$ cat config.mk
export PLATFORM = sky130hd
export DESIGN_NAME = imem_fetch_ctrl
export DESIGN_NICKNAME = d
export VERILOG_FILES = /design/src/rtl/imem_fetch_ctrl.sv
export SDC_FILE = /design/constraint.sdc
export NUM_CORES = 1
export LEC_CHECK = 0
export CORE_MARGIN = 3
export CORE_UTILIZATION = 40
export CTS_CLUSTER_SIZE = 10
export DETAILED_ROUTE_END_ITERATION = 8
export MAX_ROUTING_LAYER = met4
export PLACE_DENSITY = 0.74
export SLEW_MARGIN = 20
export SYNTH_ARGS = -nofsm -noshare
export SYNTH_HDL_FRONTEND = slang
export SYNTH_SLANG_ARGS = --single-unit
$ cat constraint.sdc
create_clock -name clk -period 5.1 [get_ports clk]
set_input_delay 0.51 -clock clk [delete_from_list [all_inputs] [get_ports clk]]
set_output_delay 0.51 -clock clk [all_outputs]
set_load 0.02 [all_outputs]
$ cat src/rtl/imem_fetch_ctrl.sv
// Instruction-fetch sequencer for a synchronous-read instruction memory.
// Issues one word-index fetch per cycle, tracks the single in-flight read,
// buffers returned words in a 2-entry queue and hands them to decode.
//
// Handshake: a transfer to decode happens on a rising edge where
// out_valid && out_ready are both high. While out_valid is high and
// out_ready is low, out_instruction/out_pc are held stable; out_valid
// never drops without a transfer except on redirect flush or reset.
module imem_fetch_ctrl #(
    parameter int unsigned PC_W     = 8,
    parameter int unsigned INSTR_W  = 32,
    parameter int unsigned DEPTH    = 128,
    parameter int unsigned RESET_PC = 0
) (
    input  logic               clk,
    input  logic               rst_n,
    output logic [PC_W-1:0]    imem_pc,
    input  logic [INSTR_W-1:0] imem_instruction,
    input  logic               redirect_valid,
    input  logic [PC_W-1:0]    redirect_pc,
    input  logic               halt,
    output logic               out_valid,
    input  logic               out_ready,
    output logic [INSTR_W-1:0] out_instruction,
    output logic [PC_W-1:0]    out_pc,
    output logic               fetch_err,
    output logic               dbg_state
);

    typedef enum logic {
        ST_FETCH  = 1'b0,
        ST_HALTED = 1'b1
    } state_e;

    localparam logic [PC_W-1:0] RESET_PC_V = PC_W'(RESET_PC);
    localparam logic [PC_W-1:0] LAST_PC    = PC_W'(DEPTH - 1);
    localparam logic [PC_W:0]   DEPTH_EXT  = (PC_W + 1)'(DEPTH);

    state_e             state_q, state_d;
    logic [PC_W-1:0]    fetch_pc_q, fetch_pc_d;
    logic               inflight_q, inflight_d;
    logic [PC_W-1:0]    inflight_pc_q, inflight_pc_d;
    logic [1:0]         count_q, count_d;
    logic [INSTR_W-1:0] q_instr_q [2];
    logic [INSTR_W-1:0] q_instr_d [2];
    logic [PC_W-1:0]    q_pc_q [2];
    logic [PC_W-1:0]    q_pc_d [2];
    logic               fetch_err_q, fetch_err_d;

    logic       pop;
    logic       push;
    logic       issue;
    logic       redir_act;
    logic       redir_bad;
    logic [2:0] occ;

    // Sequential successor inside the legal window; wraps at DEPTH, not 2^PC_W.
    function automatic logic [PC_W-1:0] pc_inc(input logic [PC_W-1:0] pc);
        return (pc == LAST_PC) ? '0 : pc + PC_W'(1);
    endfunction

    // Handshake, issue and capture decisions for this cycle.
    always_comb begin
        pop       = (count_q != 2'd0) && out_ready;
        push      = inflight_q && !redirect_valid;
        // A redirect has no effect once the sequencer has stopped on an error.
        redir_act = redirect_valid && (state_q == ST_FETCH);
        redir_bad = ({1'b0, redirect_pc} >= DEPTH_EXT);
        // Occupancy after this cycle's pop; issuing only below 2 means the
        // returned word always has a queue slot.
        occ       = 3'(count_q) + 3'(inflight_q) - 3'(pop);
        issue     = (state_q == ST_FETCH) && !halt && !redirect_valid && (occ < 3'd2);
        imem_pc   = redirect_valid ? redirect_pc : fetch_pc_q;
    end

    // Next-state for queue, fetch pointer, in-flight tracker and FSM.
    always_comb begin
        state_d       = state_q;
        fetch_pc_d    = fetch_pc_q;
        inflight_d    = issue;
        inflight_pc_d = inflight_pc_q;
        count_d       = count_q;
        q_instr_d     = q_instr_q;
        q_pc_d        = q_pc_q;
        fetch_err_d   = fetch_err_q;

        if (pop && push) begin
            if (count_q == 2'd2) begin
                q_instr_d[0] = q_instr_q[1];
                q_pc_d[0]    = q_pc_q[1];
                q_instr_d[1] = imem_instruction;
                q_pc_d[1]    = inflight_pc_q;
            end else begin
                q_instr_d[0] = imem_instruction;
                q_pc_d[0]    = inflight_pc_q;
            end
        end else if (pop) begin
            q_instr_d[0] = q_instr_q[1];
            q_pc_d[0]    = q_pc_q[1];
            count_d      = count_q - 2'd1;
        end else if (push) begin
            if (count_q == 2'd0) begin
                q_instr_d[0] = imem_instruction;
                q_pc_d[0]    = inflight_pc_q;
            end else begin
                q_instr_d[1] = imem_instruction;
                q_pc_d[1]    = inflight_pc_q;
            end
            count_d = count_q + 2'd1;
        end

        if (issue) begin
            inflight_pc_d = fetch_pc_q;
            fetch_pc_d    = pc_inc(fetch_pc_q);
        end

        // Redirect: the pop above still completes, then everything is flushed.
        if (redir_act) begin
            count_d    = 2'd0;
            inflight_d = 1'b0;
            if (redir_bad) begin
                fetch_err_d = 1'b1;
                state_d     = ST_HALTED;
            end else if (!halt) begin
                inflight_d    = 1'b1;
                inflight_pc_d = redirect_pc;
                fetch_pc_d    = pc_inc(redirect_pc);
            end else begin
                fetch_pc_d = redirect_pc;
            end
        end
    end

    // State registers; reset discards queue contents and any in-flight read.
    always_ff @(posedge clk or negedge rst_n) begin
        if (!rst_n) begin
            state_q       <= ST_FETCH;
            fetch_pc_q    <= RESET_PC_V;
            inflight_q    <= 1'b0;
            inflight_pc_q <= '0;
            count_q       <= 2'd0;
            q_instr_q[0]  <= '0;
            q_instr_q[1]  <= '0;
            q_pc_q[0]     <= '0;
            q_pc_q[1]     <= '0;
            fetch_err_q   <= 1'b0;
        end else begin
            state_q       <= state_d;
            fetch_pc_q    <= fetch_pc_d;
            inflight_q    <= inflight_d;
            inflight_pc_q <= inflight_pc_d;
            count_q       <= count_d;
            q_instr_q     <= q_instr_d;
            q_pc_q        <= q_pc_d;
            fetch_err_q   <= fetch_err_d;
        end
    end

    // Outputs come straight from registers.
    always_comb begin
        out_valid       = (count_q != 2'd0);
        out_instruction = q_instr_q[0];
        out_pc          = q_pc_q[0];
        fetch_err       = fetch_err_q;
        dbg_state       = (state_q == ST_HALTED);
    end

endmodule

==> results of run 1 <==
## logic make-up (layout without fill, tap and decap cells)
| group | Yosys count | in the layout | share of synthesized area |
|---|---|---|---|
| DFF | 100 | 100 | 0.5037 |
| buffers and inverters | 74 | 119 | 0.09166 |
| muxes | 51 | 51 | 0.1143 |
| adders and majority gates | 4 | 4 | 0.01158 |
| xor gates and xnor gates | 12 | 12 | 0.02115 |
| AOI/OAI and AO/OA | 80 | 80 | 0.1060 |
| and+or+nand+nor | 160 | 160 | 0.1516 |
## critical path, cell delays in order
cell and delay (ns):
clkdlybuf4s50_1 0.76, nor2b_1 0.48, nand3_2 0.87, mux2_1 0.66
## stage by stage
| stage | power, mW | util | hold slack (ns) | instance area, um2 | cells |
|---|---|---|---|---|---|
| 4_1_cts | 2.870 | 0.4996 | 0.2156 | 6026 | 694 |
| 2_1_floorplan | 1.913 | - | 0.2144 | 4969 | 481 |
| 3_5_place_dp | 2.204 | 0.4753 | 0.4809 | 5733 | 678 |
| 6_report | 2.838 | 0.4996 | 0.1884 | 6026 | 694 |
| 5_1_grt | 3.002 | 0.4996 | 0.2290 | 6026 | 694 |
| 3_3_place_gp | 2.166 | 0.4753 | 0.4730 | 5733 | 678 |
## power groups by stage
stage | Sequential [mW] | Combinational [mW] | Clock (mW)
after floorplan | 1.12 | 0.794 | 0
after global placement | 1.16 | 1.01 | 0
after detailed placement | 1.17 | 1.03 | 0
after CTS | 1.16 | 1.03 | 0.680
after global routing | 1.18 | 1.10 | 0.718
final | 1.16 | 1.02 | 0.662
## how the worst min path moves through the flow
| stage | start | endpoint | slack, ns | depth (start not counted) |
|---|---|---|---|---|
| 2_1_floorplan | rst_n | count_q[0] | 0.21 | 0 |
| 3_3_place_gp | q_instr_q[1] | q_instr_q[1] | 0.47 | 1 |
| 3_5_place_dp | q_pc_q[4] | q_pc_q[4] | 0.48 | 1 |
| 4_1_cts | rst_n | out_instruction[30] | 0.22 | 1 |
| 5_1_grt | rst_n | out_instruction[30] | 0.23 | 1 |
| 6_report | rst_n | out_instruction[30] | 0.19 | 1 |
## sequential cells by signal, summed over array words and instances (netlist names)
name / cells
count_q: 2
inflight_q: 1
out_instruction: 32
q_instr_q: 32
inflight_pc_q: 8
q_pc_q: 8
out_pc: 8
fetch_pc_q: 8
fetch_err: 1
## layout by cell type, fill, tap and decap left out, types with 3 or more instances in the layout
cell type | Yosys | routed
inv_6 | 0 | 3
nor2b_1 | 3 | 3
clkbuf_16 | 0 | 9
mux2_1 | 40 | 40
nor3_1 | 15 | 15
mux2i_1 | 5 | 5
a221oi_1 | 6 | 6
a31oi_1 | 23 | 23
xor2_1 | 5 | 5
buf_4 | 41 | 5
o21ai_1 | 8 | 8
clkdlybuf4s50_1 | 0 | 94
nand2_1 | 61 | 61
dfrtp_1 | 100 | 100
o22ai_1 | 16 | 16
nand2b_1 | 3 | 3
inv_1 | 4 | 4
xnor2_1 | 7 | 7
o21ai_0 | 5 | 5
mux2_2 | 6 | 6
nand3b_1 | 4 | 4
nand3_1 | 9 | 8
ha_1 | 3 | 3
nor2_1 | 51 | 51
a21oi_1 | 7 | 6
## per-layer routing
metal	vias up	wire length, um	global-route usage
met5	-	0	-
met3	14	660	0.03220
met1	1745	4948	0.2171
li1	1720	-	-
met4	0	91	0.05128
met2	126	4796	0.2421
## area by class of cell
| class | instances | area, um2 | share of cell area |
|---|---|---|---|
| clock buffers | 10 | 239.0 | 0.03966 |
| clock inverters | 6 | 53.80 | 0.008929 |
| inverters | 4 | 15.01 | 0.002492 |
| multi-input cells | 307 | 2027 | 0.3364 |
| flip-flops and latches | 100 | 2502 | 0.4153 |
| well taps | 168 | 210.2 | 0.03488 |
| repair buffers | 99 | 978.4 | 0.1624 |
## Yosys cell counts, drive strengths merged (2+ instances only)
master / count / area share
nor2: 51 / 0.039
nand2b: 3 / 0.0038
nand3: 9 / 0.0091
o21a: 2 / 0.0030
xor2: 5 / 0.0088
mux2: 46 / 0.10
or3b: 2 / 0.0035
nand4b: 2 / 0.0035
o22ai: 17 / 0.023
nand4: 2 / 0.0025
a221oi: 6 / 0.011
nand2: 61 / 0.046
o21ai: 14 / 0.015
o211ai: 2 / 0.0030
inv: 4 / 0.0030
buf: 56 / 0.078
nor2b: 3 / 0.0038
a21oi: 7 / 0.0071
a31oi: 23 / 0.029
mux2i: 5 / 0.010
a21o: 2 / 0.0030
nor3: 15 / 0.015
ha: 3 / 0.0076
nand3b: 4 / 0.0060
dfrtp: 100 / 0.50
xnor2: 7 / 0.012
clkbuf: 14 / 0.011
==> key figures, run 1 <==
Status
  – Run status: finished clean

STA
  – Period utilization: 0.6089
  – Hold Vio Cnt, Final: 0
  – Number of slew-limit violations in the final report: 0
  – Worst Clk Skew: around 0.011 ns
  – Fmax achieved: 0.3220 GHz
  – Slew headroom: 0.2890
  – Unrepaired setup endpoints after global routing: false
  – Least-Margin Pin Slew: 1.065 ns
  – Final worst-path setup slack: approximately 2 ns
  – Final min period: 3.105 ns
  – Setup TNS: 0 ns
  – Final setup fails: 0

Worst setup path
  – Worst Path Required: between 5 and 6 ns
  – Crit Reg-Reg Startpoint: count_q[1]
  – Arrival time worst endpoint: 3.31 ns
  – CP endpoint: q_instr_q[16]
  – CP Max Fanout: 40
  – Crit Path Class: input pin to flip-flop
  – Crit path launch type: input pin
  – Critical R2R Capture: fetch_pc_q[0]
  – Worst setup path start: redirect_valid
  – Crit end category: flip-flop
  – Reg2reg path depth: 8
  – Reg2reg setup slack: 2.34 ns

Detailed routing
  – TritonRoute pass-1 iters: 4
  – Via density per instance: 5.195
  – Iter 0 DRT Violations: 371
  – WL per Instance: around 15 um
  – Detail Route Antenna Nets: 0
  – Drc violations: 0
  – Via Count: 3,605
  – Final WL: around 10,000 um

Place
  – Port bufs: 95
  – Pre-CTS setup slack: 1.621 ns
  – RePlAce Congestion: 0.9136
  – Hpwl dp: 7299 um

Logic synthesis
  – Yosys warning count: 0
  – Avg Cell Area, Syn: about 10 um2
  – Sequential share of the synthesized area: 0.5037
  – Mapped cell area: 0.004969 mm2
  – Syn nets: 530
  – Count of flip-flops with a built-in enable after synthesis: 0
  – Most used DFF post-synth: dfrtp_1
  – Async S/R FF share, synth: 1.000
  – Yosys cell types: 50
  – Synth Instances: 481
  – Yosys reg bits: 100

Power and ir drop
  – Pint: 1.856 mW
  – Sequential share of power: 0.407
  – Peak VDD IR: 0.2086 mV
  – Combinational share of power: 0.360
  – P per Cell Area: 471.0 mW/mm2
  – Leakage: 2.617 nW
  – NetSw: 982.2 uW
  – Clk pwr share: 0.233
  – Switch share: 0.3461

GRT
  – Largest net degree at the start of global routing: 53
  – First-pass GRT wire length: 17,820 um
  – Vias in the first global route: 3,549
  – Initial antenna violation count: 0
  – Total grt overflow: 0
  – Global-route usage over all layers: 0.1595

Final layout
  – Antenna cells: 0
  – Share of cells above drive strength 1: 0.06844
  – Nets: 570
  – Fillers: 1,087
  – P&R area growth vs syn: 21.28%

Die
  – Total core area: roughly 0.012 mm2
  – Die Width: 117.5 um
  – Ports: between 90 and 100
  – Die ar.: roughly 0.014 mm2
  – Row count: 40
  – Die H: 117.5 um
  – Initial cell density of the core: 0.4119

CTS
  – H-tree Lvls: 3
  – CTS resizes: 0
  – Buffers inserted during post-CTS setup optimization: 0
  – Clk_lat worst skew: 0.34 ns
  – Clock-pin slew on the worst setup and hold paths: 0.07 ns
  – CTS tree: yes
  – CTS buffer count: 9
  – Root Driver: clkbuf_16
  – Num Clock Sinks: 100
  – Hold Buf Count CTS: 0
  – CTS Buffer Depth: 2

Min path
  – Worst Hold Class: input pin to asynchronous set/reset pin

Run
  – Max-cap violations: 0
(Power assumes the default switching activity.)
==> run 2: changes to the inputs <==
==> constraint.sdc (replaced) <==
create_clock -name clk -period 3 [get_ports clk]
set_input_delay 0.3 -clock clk [delete_from_list [all_inputs] [get_ports clk]]
set_output_delay 0.3 -clock clk [all_outputs]
set_load 0.02 [all_outputs]
==> key figures, run 2 (synthesis results as in run 1) <==
Final layout
  – Nets: 579 (+1.6%)
  – P&R area growth vs syn: 24.02%
  – FF+latch area: 0.002502 mm2 (unchanged)
  – Share of cells above drive strength 1: 0.08224 (+0.01380)
  – Fillers: 1,075 (-1.1%)
  – Most common cell after layout, fill and taps aside: dfrtp_1
  – Commonest non-fill, non-tap cells in the layout: 100 x dfrtp_1, 94 x clkdlybuf4s50_1, 61 x nand2_1, 51 x nor2_1, 40 x mux2_1
  – Util after Layout: 0.5109 (+0.01131)
  – Antenna cells: 0 (unchanged)
  – Footprint of the multi-input gates: 0.002027 mm2 (unchanged)

Place
  – Hpwl dp: 7366 um (+0.91%)
  – RePlAce Congestion: 0.9481 (+3.8%)
  – Port bufs: 95 (unchanged)
  – Pre-CTS setup slack: 0.1052 ns (-1.516 ns)

Worst setup path
  – Crit end category: flip-flop
  – Reg2reg setup slack: 0.35 ns (-1.99 ns)
  – Top cell by count, worst path: a21oi_1
  – Reg2reg path depth: 8 (unchanged)
  – Worst Path Required: 3.20 ns (-2.11 ns)
  – Worst path cell trace: a21oi_1, a21oi_1, nand2_1, fa_1, or4b_4, nor4_4, xnor2_1, o22ai_2
  – WP buf/inv: 0 (-1)
  – Crit path launch type: flip-flop
  – Crit Reg-Reg Startpoint: count_q[1]
  – Critical R2R Capture: fetch_pc_q[7]
  – Worst path top cell family by delay: simple AND/OR/NAND/NOR gates
  – CP Max Fanout: 9 (-78%)
  – CP max stage delay: 0.53 ns (-0.34 ns)
  – Slowest cell on the critical path: dfrtp_1
  – Arrival time worst endpoint: 2.85 ns (-0.46 ns)
  – Crit Path Class: flip-flop to flip-flop

STA
  – Slew headroom: 0.4518 (+0.1628)
  – Setup TNS: 0 ns (unchanged)
  – Unrepaired setup endpoints after global routing: false
  – Least-Margin Pin Slew: 0.8223 ns (-0.2429 ns)
  – Fmax achieved: 0.3776 GHz
  – Final setup fails: 0 (unchanged)
  – Final worst-path setup slack: 0.3519 ns (-1.643 ns)
  – Number of slew-limit violations in the final report: 0 (unchanged)
  – Period utilization: 0.8827
  – Final min period: between 2 and 3 ns
  – Worst Clk Skew: 0.01028 ns (-0.001103 ns)
  – Hold Vio Cnt, Final: 0 (unchanged)

Die
  – Initial cell density of the core: 0.4119 (unchanged)
  – Die H: 117.5 um (unchanged)
  – Total core area: 0.01206 mm2 (unchanged)
  – Row count: 40 (unchanged)
  – Ports: 96 (unchanged)
  – Die ar.: 0.01379 mm2 (unchanged)
  – Die Width: 117.5 um (unchanged)

CTS
  – Clock-pin slew on the worst setup and hold paths: 0.07 ns (about the same)
  – CTS Buffer Depth: 2 (unchanged)
  – Root Driver: clkbuf_16
  – H-tree Lvls: 3 (unchanged)
  – CTS tree: yes
  – CTS buffer count: 9 (unchanged)
  – Num Clock Sinks: 100 (unchanged)
  – Clk_lat worst skew: 0.34 ns (about the same)

Status
  – Run status: finished clean

Run
  – Max-cap violations: 0 (unchanged)

GRT
  – Initial antenna violation count: 0 (unchanged)
  – Total grt overflow: 0 (unchanged)
  – Vias in the first global route: 3,559 (+0.28%)
  – Largest net degree at the start of global routing: 58 (+9.4%)
  – Global-route usage over all layers: 0.1603 (+0.0008716)
  – First-pass GRT wire length: 17,750 um (-0.39%)

Detailed routing
  – Via density per instance: 5.080 (-2.2%)
  – Final WL: 10,630 um (+1.3%)
  – Detail Route Antenna Nets: 0 (unchanged)
  – TritonRoute pass-1 iters: 4 (unchanged)
  – Via Count: 3,571 (-0.94%)
  – Iter 0 DRT Violations: 297 (-20%)
  – Drc violations: 0 (unchanged)
  – WL per Instance: 15.12 um (about the same)

Min path
  – Hold Crit Start: q_instr_q[29]
  – Worst hold stages: 1
  – Worst Hold End: q_instr_q[29]
  – Worst Hold Class: flip-flop to flip-flop

Power and ir drop
  – P per Cell Area: 785.2 mW/mm2 (+67%)
  – Peak VDD IR: 0.2613 mV (+25%)
  – Leakage: 2.686 nW (+2.7%)
  – Total power: 4.838 mW (+70%)
[run 2: stage by stage]
stage / std cells / hold WS (ns) / cell area [um2]
final: 703 / 0.4931 / 6162
after global routing: 703 / 0.5021 / 6162
after CTS: 703 / 0.4963 / 6162
after detailed placement: 686 / 0.3377 / 5856
after global placement: 686 / 0.3322 / 5856
after floorplan: 481 / 0.004409 / 4969
[run 2: worst max path at each step]
stage | slack [ns] | end | start | cells past startpoint
detailed placement | 0.11 | fetch_pc_q[7] | out_ready | 9
global placement | 0.14 | fetch_pc_q[7] | out_ready | 9
finish | 0.35 | fetch_pc_q[7] | count_q[1] | 8
global route | 0.14 | fetch_pc_q[2] | count_q[1] | 8
CTS | 0.34 | fetch_pc_q[7] | count_q[1] | 8
floorplan | 0.47 | fetch_pc_q[7] | count_q[0] | 9
[run 2: layout make-up]
type | count | share of cell area
well taps | 168 | 0.03411
multi-input cells | 307 | 0.3289
clock inverters | 6 | 0.009340
inverters | 4 | 0.002437
flip-flops and latches | 100 | 0.4061
clock buffers | 10 | 0.03878
repair buffers | 108 | 0.1803
[run 2: routing by layer]
metal	wire length [um]	up-vias	GRT usage	part of all wire
li1	-	1735	-	-
met1	5048	1729	0.2196	0.47
met2	4968	101	0.2493	0.47
met3	555	6	0.03412	0.052
met4	59	0	0.03370	0.0055
met5	0	-	-	0
[run 2: what timing repair did]
| action | in CTS | in global routing |
|---|---|---|
| hold buffers | 1 | 0 |
| setup buffers | 0 | 0 |
| endpoints found under the hold margin | 43 | 0 |
| gates resized for setup | 0 | 0 |
[run 2: where the power goes]
part           switching (mW)  total, mW  internal, mW
registers               0.246       1.96          1.71
clock network           0.515       1.12         0.603
logic                   0.899       1.76         0.863
